===== config.mk =====
export PLATFORM = sky130hd
export DESIGN_NAME = tt_probe_3in
export DESIGN_NICKNAME = d
export VERILOG_FILES = /design/src/rtl/tt_probe_3in.sv
export SDC_FILE = /design/constraint.sdc
export NUM_CORES = 1
export LEC_CHECK = 0
export CAP_MARGIN = 10
export CORE_MARGIN = 5
export CORE_UTILIZATION = 50
export CTS_BUF_LIST = sky130_fd_sc_hd__clkbuf_2 sky130_fd_sc_hd__clkbuf_4 sky130_fd_sc_hd__clkbuf_8
export DETAILED_ROUTE_END_ITERATION = 8
export GPL_TIMING_DRIVEN = 0
export HOLD_SLACK_MARGIN = 0.12
export PLACE_DENSITY = 0.76
export RECOVER_POWER = 25
export REMOVE_ABC_BUFFERS = 1
export SETUP_SLACK_MARGIN = 0.5
export SLEW_MARGIN = 20
export SYNTH_ARGS = -nofsm -noshare
export SYNTH_HDL_FRONTEND = slang
export SYNTH_SLANG_ARGS = --single-unit

===== constraint.sdc =====
create_clock -name clk -period 1.8 [get_ports clk]
set_clock_uncertainty 0.15 [all_clocks]
set_input_delay 0.36 -clock clk [delete_from_list [all_inputs] [get_ports clk]]
set_output_delay 0.36 -clock clk [all_outputs]
set_load 0.02 [all_outputs]

===== src/rtl/tt_probe_3in.sv =====
// Truth-table probe for a 3-input combinational circuit.
// Sweeps all 8 input vectors, records the response and compares it to a golden code.
module tt_probe_3in #(
  parameter int unsigned SETTLE_CYCLES = 4
) (
  input  logic       clk,
  input  logic       rst,
  input  logic       start,
  input  logic       abort,
  input  logic [7:0] expected_tt,
  input  logic       dut_out,
  output logic       in1,
  output logic       in2,
  output logic       in3,
  output logic       busy,
  output logic       done,
  output logic [7:0] tt,
  output logic       match,
  output logic [7:0] mismatch_mask,
  output logic       unstable
);

  typedef enum logic [1:0] {IDLE, DRIVE, FINISH} state_t;

  localparam logic [3:0] LAST = 4'(SETTLE_CYCLES - 1);
  localparam logic [3:0] PREV = 4'(SETTLE_CYCLES - 2);

  state_t     state, state_nx;
  logic [2:0] idx;
  logic [3:0] cnt;
  logic [7:0] exp_q;
  logic [7:0] work;
  logic [7:0] work_nx;
  logic       uns_w;
  logic       uns_nx;
  logic       pre;
  logic       win_end;

  assign win_end = (state == DRIVE) && (cnt == LAST);

  always_ff @(posedge clk or posedge rst) begin
    if (rst) state <= IDLE;
    else     state <= state_nx;
  end

  always_comb begin
    state_nx = state;
    case (state)
      IDLE:    if (start && !abort) state_nx = DRIVE;
      DRIVE: begin
        if (abort)                          state_nx = IDLE;
        else if (win_end && idx == 3'd7)    state_nx = FINISH;
      end
      FINISH:  state_nx = IDLE;
      default: state_nx = IDLE;
    endcase
  end

  // Working result including the sample taken on this edge
  always_comb begin
    work_nx      = work;
    work_nx[idx] = dut_out;
    uns_nx       = uns_w | (pre != dut_out);
  end

  always_ff @(posedge clk or posedge rst) begin
    if (rst) begin
      idx           <= '0;
      cnt           <= '0;
      exp_q         <= '0;
      work          <= '0;
      uns_w         <= 1'b0;
      pre           <= 1'b0;
      tt            <= '0;
      match         <= 1'b0;
      mismatch_mask <= '0;
      unstable      <= 1'b0;
    end else begin
      case (state)
        IDLE: begin
          idx <= '0;
          cnt <= '0;
          if (start && !abort) begin
            exp_q <= expected_tt;
            work  <= '0;
            uns_w <= 1'b0;
          end
        end
        DRIVE: begin
          if (abort) begin
            idx <= '0;
            cnt <= '0;
          end else if (win_end) begin
            work  <= work_nx;
            uns_w <= uns_nx;
            cnt   <= '0;
            if (idx == 3'd7) begin
              tt            <= work_nx;
              match         <= (work_nx == exp_q);
              mismatch_mask <= work_nx ^ exp_q;
              unstable      <= uns_nx;
            end else begin
              idx <= idx + 3'd1;
            end
          end else begin
            if (cnt == PREV) pre <= dut_out;
            cnt <= cnt + 4'd1;
          end
        end
        default: begin
          idx <= '0;
          cnt <= '0;
        end
      endcase
    end
  end

  assign {in1, in2, in3} = (state == DRIVE) ? idx : 3'b000;
  assign busy            = (state != IDLE);
  assign done            = (state == FINISH);

endmodule


# Word level (Yosys, flattened, before mapping)
# Cells that the tools add are included.
# totals
in_bits,13
elab_cells,69
regBits,45
out_inout_bits,23
# op_classes
n_lt_le_gt_ge,2
n_eq_ne,13
n_addsub,2
n_mux,23
bitwise,4
n_reduce_logical,14
# op_table
cell,n
$mux W8,3
$pmux W8 S2,1
$mux W3,5
$mux W4,3
$reduce_and A4 Y1,3
$bwmux W8,1
$eq A4 B2 Y1 const B,2
$eq A8 B8 Y1,1
$xor A8 B8 Y8,1
$mux W2,3
$ne A2 B2 Y1 const B,3
$ne A3 B3 Y1 const B,2
$reduce_and A2 Y1,3
$add A4 B1 Y4 const B,1
$logic_and A1 B1 Y1,4
$lt A3 B4 Y1 const B,1
$mux W1,4
$pmux W2 S2,1
$reduce_bool A2 Y1,2
$add A3 B1 Y3 const B,1
$demux W1 S3,1
$eq A3 B3 Y1 const B,1
$ge A3 B1 Y1 const B,1
$ne A3 B2 Y1 const B,1
other kinds (8),9

# Longest topological paths before layout
# Gate-level depths: netlist of the first run.
# depth
depth_word,8
ltp_mapped,7

# Worst setup path after synthesis of the first run
# No wires, ideal clock.
# synth_path
kind,register to register
from,register cnt[0]
to,register work[1]
arrival_ns,1.591
path_buffers,0
synth_period_minus_slack_ns,1.863
path_stages_with_launch,7
path_slack_ns,-0.063
cell_sequence,dfrtp_1 -> ha_1 -> or3b_4 -> nor2_8 -> nor2_4 -> o21bai_1 -> a32o_1
# synth_via
elab_chain_len,4
# synth_rtl
item,line_no,source
start: declaration,30,logic [3:0] cnt;
start signal: assignment,107,cnt <= cnt + 4'd1;
$eq A4 B2 Y1,39,assign win_end = (state == DRIVE) && (cnt == LAST);
$logic_and A1 B1 Y1,39,
$ne A2 B2 Y1 (no source line),--,
$reduce_and A4 Y1 (no source line),--,
end signal: assignment,94,work <= work_nx;
end: declaration,32,logic [7:0] work;
# Every way passes these cells.
# A chain may end at the register's enable or synchronous reset.

# Final worst setup path of the first run
# layout_path
from,register idx[0]
to,register match
# layout_via
elab_chain_len,6
# layout_rtl
item,line_no,source
start: declaration,29,logic [2:0] idx;
start signal: assignment,103,idx <= idx + 3'd1;
$lt A3 B4 Y1 (not written as such) or $ge A3 B1 Y1 (tied branches),62,work_nx[idx] = dut_out;
$logic_and A1 B1 Y1 (not written as such),62,
$mux W1 (not written as such),62,
$demux W1 S3,62,
$bwmux W8,62,
$eq A8 B8 Y1,99,match <= (work_nx == exp_q);
end signal: assignment,99,
end: declaration,18,"output logic match,"
# Parallel ways exist; a longest one is shown, timed or not.

==> results of run 1 <==
==> metal layers <==
| metal | vias to the layer above | routed length [um] | track usage, % |
|---|---|---|---|
| li1 | 952 | - | - |
| met2 | 223 | 5090 | 49.0 |
| met3 | 68 | 1110 | 5.67 |
| met1 | 1208 | 3860 | 33.0 |
| met4 | 0 | 681 | 8.39 |
| met5 | - | 0 | 0 |
==> where the power goes <==
| group | internal (mW) | total, mW | leakage (nW) | switching, mW |
|---|---|---|---|---|
| registers | 1.06 | 1.11 | 0.602 | 0.0493 |
| logic | 0.224 | 0.419 | 1.29 | 0.196 |
| clock network | 0.347 | 0.702 | 0.0542 | 0.355 |
| total | 1.63 | 2.23 | 1.95 | 0.600 |
==> cell families (layout without fill, tap and decap cells) <==
group,Yosys count,in the layout
and+or+nand+nor,60,67
adders and majority gates,4,4
AOI/OAI and AO/OA,41,41
muxes,17,17
buffers and inverters,17,147
xor gates and xnor gates,11,11
DFF,45,45
==> how the worst max path moves through the flow <==
stage	to	cells past startpoint	slack, ns
after global placement	exp_q[3]	2	-0.71
after floorplan	work[2]	5	-0.24
after detailed placement	work[2]	5	-0.68
final	match	7	-0.49
after global routing	match	6	-0.53
after CTS	match	7	-0.13
==> cell usage in the layout, fill, tap and decap left out, types with 8 or more instances in the layout <==
| master | netlist | routed |
|---|---|---|
| sky130_fd_sc_hd__xor2_1 | 10 | 8 |
| sky130_fd_sc_hd__buf_12 | 0 | 8 |
| sky130_fd_sc_hd__nand2_1 | 21 | 8 |
| sky130_fd_sc_hd__clkdlybuf4s50_1 | 0 | 9 |
| sky130_fd_sc_hd__buf_6 | 6 | 45 |
| sky130_fd_sc_hd__dfrtp_1 | 45 | 41 |
| sky130_fd_sc_hd__mux2_4 | 0 | 8 |
| sky130_fd_sc_hd__nand2_2 | 0 | 11 |
| sky130_fd_sc_hd__buf_4 | 2 | 63 |
| sky130_fd_sc_hd__inv_1 | 8 | 8 |
| sky130_fd_sc_hd__o21ai_1 | 11 | 12 |
==> worst register-to-register path: cells and delay by family (launching register included) <==
| kind | cells | cell delay [ns] |
|---|---|---|
| DFF | 1 | 0.46 |
| muxes | 1 | 0.39 |
| xor gates and xnor gates | 1 | 0.37 |
| and+or+nand+nor | 2 | 0.33 |
| buffers and inverters | 2 | 0.30 |
| AOI/OAI and AO/OA | 1 | 0.21 |
==> timing repair <==
action                     in CTS  in global routing
setup endpoints to repair      68                 68
resized for setup             206                 54
pin swaps                      35                 21
buffers inserted               69                 26
cloned                          6                  1
==> synth_stat cells (2+ instances only) <==
| cell type | count |
|---|---|
| sky130_fd_sc_hd__dfrtp_1 | 45 |
| sky130_fd_sc_hd__nand2_1 | 21 |
| sky130_fd_sc_hd__o21ai_0 | 11 |
| sky130_fd_sc_hd__o21ai_1 | 11 |
| sky130_fd_sc_hd__xor2_1 | 10 |
| sky130_fd_sc_hd__a21oi_1 | 9 |
| sky130_fd_sc_hd__inv_1 | 8 |
| sky130_fd_sc_hd__mux2_2 | 8 |
| sky130_fd_sc_hd__mux2i_1 | 8 |
| sky130_fd_sc_hd__nor2_1 | 8 |
| sky130_fd_sc_hd__buf_6 | 6 |
| sky130_fd_sc_hd__ha_1 | 4 |
| sky130_fd_sc_hd__nor3b_2 | 4 |
| sky130_fd_sc_hd__o22ai_1 | 4 |
| sky130_fd_sc_hd__and2_1 | 3 |
| sky130_fd_sc_hd__nand3b_4 | 3 |
| sky130_fd_sc_hd__a32o_1 | 2 |
| sky130_fd_sc_hd__buf_4 | 2 |
| sky130_fd_sc_hd__nand2b_1 | 2 |
| sky130_fd_sc_hd__nand3_1 | 2 |
| sky130_fd_sc_hd__nand4_1 | 2 |
| sky130_fd_sc_hd__nor3_1 | 2 |
| sky130_fd_sc_hd__o21bai_1 | 2 |
| sky130_fd_sc_hd__or2_2 | 2 |
| sky130_fd_sc_hd__or3b_4 | 2 |
==> layout make-up <==
cell class	instances	share of cell area (%)
Sequential cell	45	27.8
Inverter	8	0.738
Multi-Input combinational cell	140	35.3
Tap cell	52	1.60
Clock inverter	1	0.123
Clock buffer	7	2.37
Timing Repair Buffer	131	32.0
==> flip-flops by register name (all words and copies together) (netlist names) <==
register,flops
unstable,1
work,8
tt,8
mismatch_mask,8
uns_w,1
state,2
pre,1
match,1
exp_q,8
idx,3
cnt,4
==> run metrics, run 1 <==
GRT Resource Usage Total 27.5%; placed instance area 2570 um2; yosys synthesis warning count 0; cell accounting for the most synthesized area sky130_fd_sc_hd__dfrtp_1; layout cells sized above 1 between 60% and 70%; critical hold path startpoint exp_q[3]; Final Non-Filler Cells ~380; setup slack on the worst flop-to-flop path -0.49 ns; Antenna Nets Post-Route 0; sequence of cells on the critical path buf_12 -> buf_12 -> nand3b_4 -> mux2i_1 -> xor2_1 -> nand4_1 -> o31ai_2; Inserted Clock Buffers 5; Filler Cell Count roughly 120; cell count of the worst reg-to-reg path 7; Routed WL per cell roughly 28 um; vias in the first global route 2220; final setup fails 36; critical path endpoint category flip-flop; routability congestion estimate 0.766; status complete, but fails checks; final design utilization 94.1%; Placed Instances 274; Worst VDD drop about 600 uV; DR vias/cell around 6.4; crit path setup slack, layout -0.493 ns; average footprint of a synthesized cell 11.4 um2; Fin Setup TNS -5.27 ns; portion of netlist area occupied by mux cells 8.18%; Max FO, Critical Path 5; f_max 436 MHz; arithmetic-cell share of the synthesized area counting full adders, half adders and majority gates roughly 2.3%; RSZ-0062 raised after global routing yes; xor/xnor cell area share of the yosys netlist 4.34%; antenna violations before repair 0; overflow left after global routing 0; fraction of post-synthesis cell area in the top cell type by area approximately half; Critical Path Source idx[0]; detailed router's first-iteration violation count 226; number of detailed-route iterations in the first pass 5; cell count of the worst hold path 1; CP top delay family flip-flops; dominant combinational cell family by area after synthesis simple AND/OR/NAND/NOR gates; static leakage 1.95 nW; Area growth syn-to-layout 83.4%; Pins Over Slew Limit 0; clock root buffer sky130_fd_sc_hd__clkbuf_8; MaxCap Viol Count 0; total power of the final layout between 2 and 2.5 mW; fin nets 348; worst hold path class flip-flop to flip-flop; Arrival @ worst endpoint 2.37 ns; highest-delay cell along the critical path sky130_fd_sc_hd__dfrtp_2; endpoint of the worst-slack reg-to-reg timing path match; crit share post-route 127%; flip-flop and latch count after synthesis 45; post-route standard cell area excluding fillers between 4000 and 5000 um2; worst slew pin tran 0.854 ns; FF+latch area around 1100 um2; Async SR Flop Fraction 100%; post-synth design cell area 2220 um2; Required @ worst endpoint roughly 1.9 ns; count of unresolved DRC violations after routing 0; commonest register cell after synthesis sky130_fd_sc_hd__dfrtp_1; smallest hold slack 0.402 ns; share of the yosys chip area belonging to registers 50.8%; Starting Density 51.3%; CTS HTree Levels 2; cells taking the most area after synthesis sky130_fd_sc_hd__dfrtp_1, sky130_fd_sc_hd__mux2_2, sky130_fd_sc_hd__xor2_1; clock sink total 45; simple logic cell fraction of the synthesized area between 10% and 20%; total of buffers placed on input and output ports 35; core area 4320 um2; insertion delay to the later sink of the worst-skew pair 0.31 ns; ant diodes 0; buffers plus inverters on the worst setup path 2; compound-cell area share of the yosys netlist about 11%; path type of the worst setup path flip-flop to flip-flop; clock tree from TritonCTS done; cell repeated most along the worst path sky130_fd_sc_hd__buf_12; HPWL after detailed placement 2850 um; power density over the cells 548 nW/um2; worst min-delay path endpoint exp_q[3]; violations in the final reports negative setup slack; number of placement rows 24; DIE AREA 5870 um2; gate count of the mapped netlist 195; count of flip-flops with a built-in enable after synthesis 0; Chip Height 76.6 um; minimum clock period after layout around 2.3 ns; vias after detailed routing 2451; register clock-pin slew on the reported worst setup and hold paths 0.08 ns; number of top-level design ports 36; final hold viol count 0; worst slew slack as a fraction of its limit 43.0%; worst flop-to-flop path startpoint idx[0]; maximum number of pins on one net before global-route repair 28; area occupied by multi-input gates 1440 um2; CP Launch Type flip-flop; delay contributed by the slowest stage of the critical path 0.46 ns; number of buffers added to fix hold violations after cts 0; worst slack at placement -0.677 ns; horizontal extent of the die around 77 um; wire length of the first global-routing pass 12500 um; buffers from clock root to sink, at most 2; wire length reported by the detailed router roughly 11000 um; count of cell types in the netlist 39
(Power assumes the default switching activity.)
==> run 2, diff against run 1 <==
Clock period 1.8 ns to 1.9 ns, I/O delays scaled along.
==> run 2 against run 1 <==
- the run still ends with negative setup slack left
- count of clock-buffer cells in the layout unchanged
- fmax increased by 2.3%
- global-route usage decreased by 0.59 points
- clock power decreased by 0.6%
- combinational power decreased by 6.7%
- critical endpoint unchanged
- sequential power decreased by 5%
- via count decreased by 1.1%
- non-clock buffer count unchanged
- register-to-register slack improved by 0.15 ns
- first-iteration DRC count increased by 37%
- flip-flop and latch count unchanged
==> run metrics, run 2 (synthesis gave the netlist of run 1 again) <==
delay contributed by the slowest stage of the critical path ~0.47 ns; final setup fails 37; fin nets 348; final hold viol count 0; Required @ worst endpoint 1.99 ns; crit share post-route 118%; clock root buffer sky130_fd_sc_hd__clkbuf_8; buffers from clock root to sink, at most 2; worst flop-to-flop path startpoint idx[2]; Pins Over Slew Limit 0; insertion delay to the later sink of the worst-skew pair 0.32 ns; number of top-level design ports 36; overflow left after global routing 0; DR vias/cell around 6.3; Routed WL per cell 28.1 um; buffers plus inverters on the worst setup path 2; number of placement rows 24; power density over the cells 516 nW/um2; minimum clock period after layout ~2.2 ns; wire length of the first global-routing pass 12300 um; worst slack at placement -0.597 ns; Critical Path Source idx[2]; vias in the first global route 2205; Area growth syn-to-layout 86.5%; RSZ-0062 raised after global routing yes; crit path setup slack, layout -0.342 ns; worst slew slack as a fraction of its limit between 40% and 50%; Inserted Clock Buffers 5; Max FO, Critical Path 7; antenna violations before repair 0; Worst VDD drop 625 uV; vias after detailed routing 2424; GRT Resource Usage Total ~27%; Chip Height 76.6 um; ant diodes 0; Placed Instances between 200 and 300; Antenna Nets Post-Route 0; status complete, but fails checks; violations in the final reports negative setup slack; routability congestion estimate 0.766; path type of the worst setup path flip-flop to flip-flop; CTS HTree Levels 2; critical hold path startpoint mismatch_mask[7]; Arrival @ worst endpoint around 2.3 ns; sequence of cells on the critical path buf_12 -> buf_6 -> nand3_2 -> mux2i_1 -> xor2_1 -> nand4_1 -> o31ai_2; HPWL after detailed placement ~2900 um; Final Non-Filler Cells 384; total of buffers placed on input and output ports 35; worst slew pin tran 0.830 ns; static leakage about 2.0 nW; DIE AREA 5870 um2; detailed router's first-iteration violation count a little over 300; horizontal extent of the die roughly 77 um; f_max 446 MHz; maximum number of pins on one net before global-route repair 28; critical path endpoint category flip-flop; clock sink total 45; clock tree from TritonCTS done; core area around 4300 um2; Starting Density 51.3%; layout cells sized above 1 between 60% and 70%; number of detailed-route iterations in the first pass 6; register clock-pin slew on the reported worst setup and hold paths 0.10 ns; highest-delay cell along the critical path sky130_fd_sc_hd__dfrtp_2; count of unresolved DRC violations after routing 0; MaxCap Viol Count 0; setup slack on the worst flop-to-flop path -0.34 ns; most frequent standard cell in the layout excluding fill and tap cells sky130_fd_sc_hd__buf_4; smallest hold slack between 0.3 and 0.4 ns; CP top delay family flip-flops; worst hold path class flip-flop to flip-flop; most used cells in the layout excluding fill and tap cells sky130_fd_sc_hd__buf_4, sky130_fd_sc_hd__buf_6, sky130_fd_sc_hd__dfrtp_1; CP Launch Type flip-flop; wire length reported by the detailed router 10800 um
run 2: changes by cell type in the layout (fill, tap and decap cells not counted), sizes merged:
cell / previous run / this run
buf: 119 / 118
clkbuf: 7 / 8
run 2: stage by stage:
| step | utilization [%] | setup TNS, ns | power [mW] | area [um2] |
|---|---|---|---|---|
| floorplan | - | -1.18 | 1.17 | 2130 |
| global placement | 58.9 | -44.87 | 1.23 | 2550 |
| detailed placement | 59.4 | -16.52 | 1.24 | 2570 |
| CTS | 81.4 | -0.0209 | 1.97 | 3520 |
| global route | 95.7 | -6.23 | 2.20 | 4140 |
| finish | 95.7 | -3.20 | 2.14 | 4140 |
run 2: worst register-to-register path, cell delays in order, from the launching register on:
cell and delay, ns:
sky130_fd_sc_hd__dfrtp_2 0.47, sky130_fd_sc_hd__buf_12 0.16, sky130_fd_sc_hd__buf_6 0.13, sky130_fd_sc_hd__nand3_2 0.11
sky130_fd_sc_hd__mux2i_1 0.39, sky130_fd_sc_hd__xor2_1 0.31, sky130_fd_sc_hd__nand4_1 0.21, sky130_fd_sc_hd__o31ai_2 0.24
run 2: routing by layer:
| metal | GRT usage (%) | wire (um) | vias up |
|---|---|---|---|
| li1 | - | - | 948 |
| met1 | 33.3 | 3870 | 1210 |
| met2 | 45.9 | 5350 | 211 |
| met3 | 6.86 | 962 | 55 |
| met4 | 8.22 | 617 | 0 |
| met5 | 0 | 0 | - |
run 2: what timing repair did:
action	4_1_cts	5_1_grt
endpoints found under the setup margin	65	67
buffers inserted	59	36
hold buffers	0	0
gates resized for setup	187	94
pin swaps	37	32
cloned	7	0
run 2: final timing paths:
path                       cells past startpoint               end
min reg2reg                                    2  mismatch_mask[7]
max in group asynchronous                      3            idx[2]
max reg2reg                                    7             match
min in group asynchronous                      2             tt[6]
min                                            2  mismatch_mask[7]
max                                            7             match
run 2: cell type report:
cell class / count / area (um2)
Clock buffer: 7 / 96.3
Clock inverter: 1 / 5.00
Fill cell: 94 / 186
Inverter: 8 / 30.0
Multi-Input combinational cell: 140 / 1500
Sequential cell: 45 / 1130
Tap cell: 52 / 65.1
Timing Repair Buffer: 131 / 1310
run 2: power by group:
| group | internal, mW | total, mW | switching (mW) |
|---|---|---|---|
| Combinational | 0.209 | 0.391 | 0.183 |
| Clock | 0.330 | 0.698 | 0.368 |
| Sequential | 1.00 | 1.05 | 0.0463 |
==> run 3, diff against run 2 <==
Settings changed: CORE_UTILIZATION 50 to 40, PLACE_DENSITY 0.76 to 0.63.
==> run 3 against run 2 <==
- cell area shrank 3.6%
- global-route usage shrank 7.3 points
- the run still ends with negative setup slack left
- first-iteration DRC count shrank 47%
- largest cell class unchanged
- combinational power grew 1%
==> run metrics, run 3 (synthesis gave the netlist of run 1 again) <==
Fin Setup TNS -0.951 ns; core area 5440 um2; switching power as a share of total power approximately 27%; number of placement rows 27; Arrival @ worst endpoint 2.09 ns; Pins Over Slew Limit 0; smallest hold slack about 0.37 ns; most frequent standard cell in the layout excluding fill and tap cells sky130_fd_sc_hd__buf_4; buffers from clock root to sink, at most 2; Sequential Power Share 51.1%; Cell Int Power between 1 and 1.5 mW; total net switching power 0.543 mW; Worst VDD drop 338 uV; worst hold path class primary input to asynchronous set/reset pin; insertion delay to the later sink of the worst-skew pair a little over 0.3 ns; Placed Instances between 200 and 300; setup slack on the worst flop-to-flop path -0.12 ns; total power of the final layout 2.03 mW; maximum number of pins on one net before global-route repair 34; antenna violations before repair 0; crit path setup slack, layout -0.117 ns; MaxCap Viol Count 0; layout cells sized above 1 65.8%; combinational fraction of design power about a fifth; worst flop-to-flop path startpoint idx[0]; count of unresolved DRC violations after routing 0; DIE AREA 7140 um2; number of top-level design ports 36; total of buffers placed on input and output ports 35; Antenna Nets Post-Route 0; number of buffers added to fix hold violations after cts 0; Final Non-Filler Cells just under 400; violations in the final reports negative setup slack; CTS HTree Levels 2; clock power share around 29%; DR vias/cell 5.23; critical path endpoint category flip-flop; path type of the worst setup path flip-flop to flip-flop; vias after detailed routing 2028; vias in the first global route approximately 2100; most used cells in the layout excluding fill and tap cells sky130_fd_sc_hd__buf_4, sky130_fd_sc_hd__dfrtp_1, sky130_fd_sc_hd__buf_6; RSZ-0062 raised after global routing yes; Starting Density 40.8%; GRT Resource Usage Total approximately a fifth; clock tree from TritonCTS done; worst slew pin tran 0.715 ns; f_max 496 MHz; Required @ worst endpoint 1.98 ns; HPWL after detailed placement about 2900 um; wire length reported by the detailed router 7810 um; fin nets 332; register clock-pin slew on the reported worst setup and hold paths 0.09 ns; worst slew slack as a fraction of its limit between 50% and 60%; number of detailed-route iterations in the first pass 4; Inserted Clock Buffers 5; post-route standard cell area excluding fillers 3990 um2; CP Launch Type flip-flop; wire length of the first global-routing pass around 11000 um; overflow left after global routing 0; endpoint of the worst-slack reg-to-reg timing path match; ant diodes 0; detailed router's first-iteration violation count 165; Chip Height 84.5 um; final hold viol count 0; horizontal extent of the die 84.5 um; Max FO, Critical Path 5; clock root buffer sky130_fd_sc_hd__clkbuf_8; minimum clock period after layout about 2.0 ns; clock sink total 45; Routed WL per cell 20.1 um; cell count of the worst reg-to-reg path 6; Area growth syn-to-layout 79.9%; routability congestion estimate 0.721; static leakage about 1.9 nW; final setup fails 23; placed instance area between 2000 and 3000 um2; Critical Path Source idx[0]; crit share post-route 106%; power density over the cells 508 nW/um2; status complete, but fails checks
run 3: cell type report:
cell class / count / area, um2
clock buffer: 5 / 68.8
clock inverter: 3 / 17.5
fill: 338 / 1450
inverter: 8 / 30.0
multi-input combinational: 140 / 1490
sequential: 45 / 1130
tap: 72 / 90.1
timing repair buffer: 115 / 1160
run 3: power by group through the flow:
stage          clock network, mW  registers (mW)  logic, mW
2_1_floorplan                  0            1.04      0.126
3_3_place_gp                   0            1.05      0.187
3_5_place_dp                   0            1.05      0.195
4_1_cts                    0.603            1.03      0.321
5_1_grt                    0.650            1.04      0.416
6_report                   0.597            1.04      0.395
run 3: worst max-delay path by stage:
stage / to / depth (start not counted)
finish: match / 6
global route: match / 6
CTS: match / 6
detailed placement: work[2] / 5
global placement: mismatch_mask[2] / 2
floorplan: work[2] / 5
run 3: timing repair:
item	4_1_cts	5_1_grt
endpoints found under the hold margin	0	0
setup buffers	55	23
cloned	8	0
setup endpoints to repair	65	66
gates resized for setup	205	58
pin swaps	47	25
run 3: critical path: stages (launching register included):
cell and delay [ns]:
sky130_fd_sc_hd__dfrtp_2 0.45, sky130_fd_sc_hd__buf_4 0.19, sky130_fd_sc_hd__nor3b_4 0.24, sky130_fd_sc_hd__mux2i_2 0.29
sky130_fd_sc_hd__xor2_1 0.25, sky130_fd_sc_hd__nand4_1 0.17, sky130_fd_sc_hd__o31ai_2 0.19
run 3: stage by stage:
stage | worst slack, ns | util (%)
floorplan | -0.145 | -
global placement | -0.644 | 47.3
detailed placement | -0.664 | 47.7
CTS | -0.0357 | 66.2
global route | -0.191 | 73.4
finish | -0.117 | 73.4
run 3: per-layer routing:
layer	vias to the layer above	wire length (um)	track usage, %
li1	913	-	-
met1	1021	2990	23.3
met2	70	4190	33.6
met3	24	329	4.42
met4	0	296	8.92
met5	-	0	0
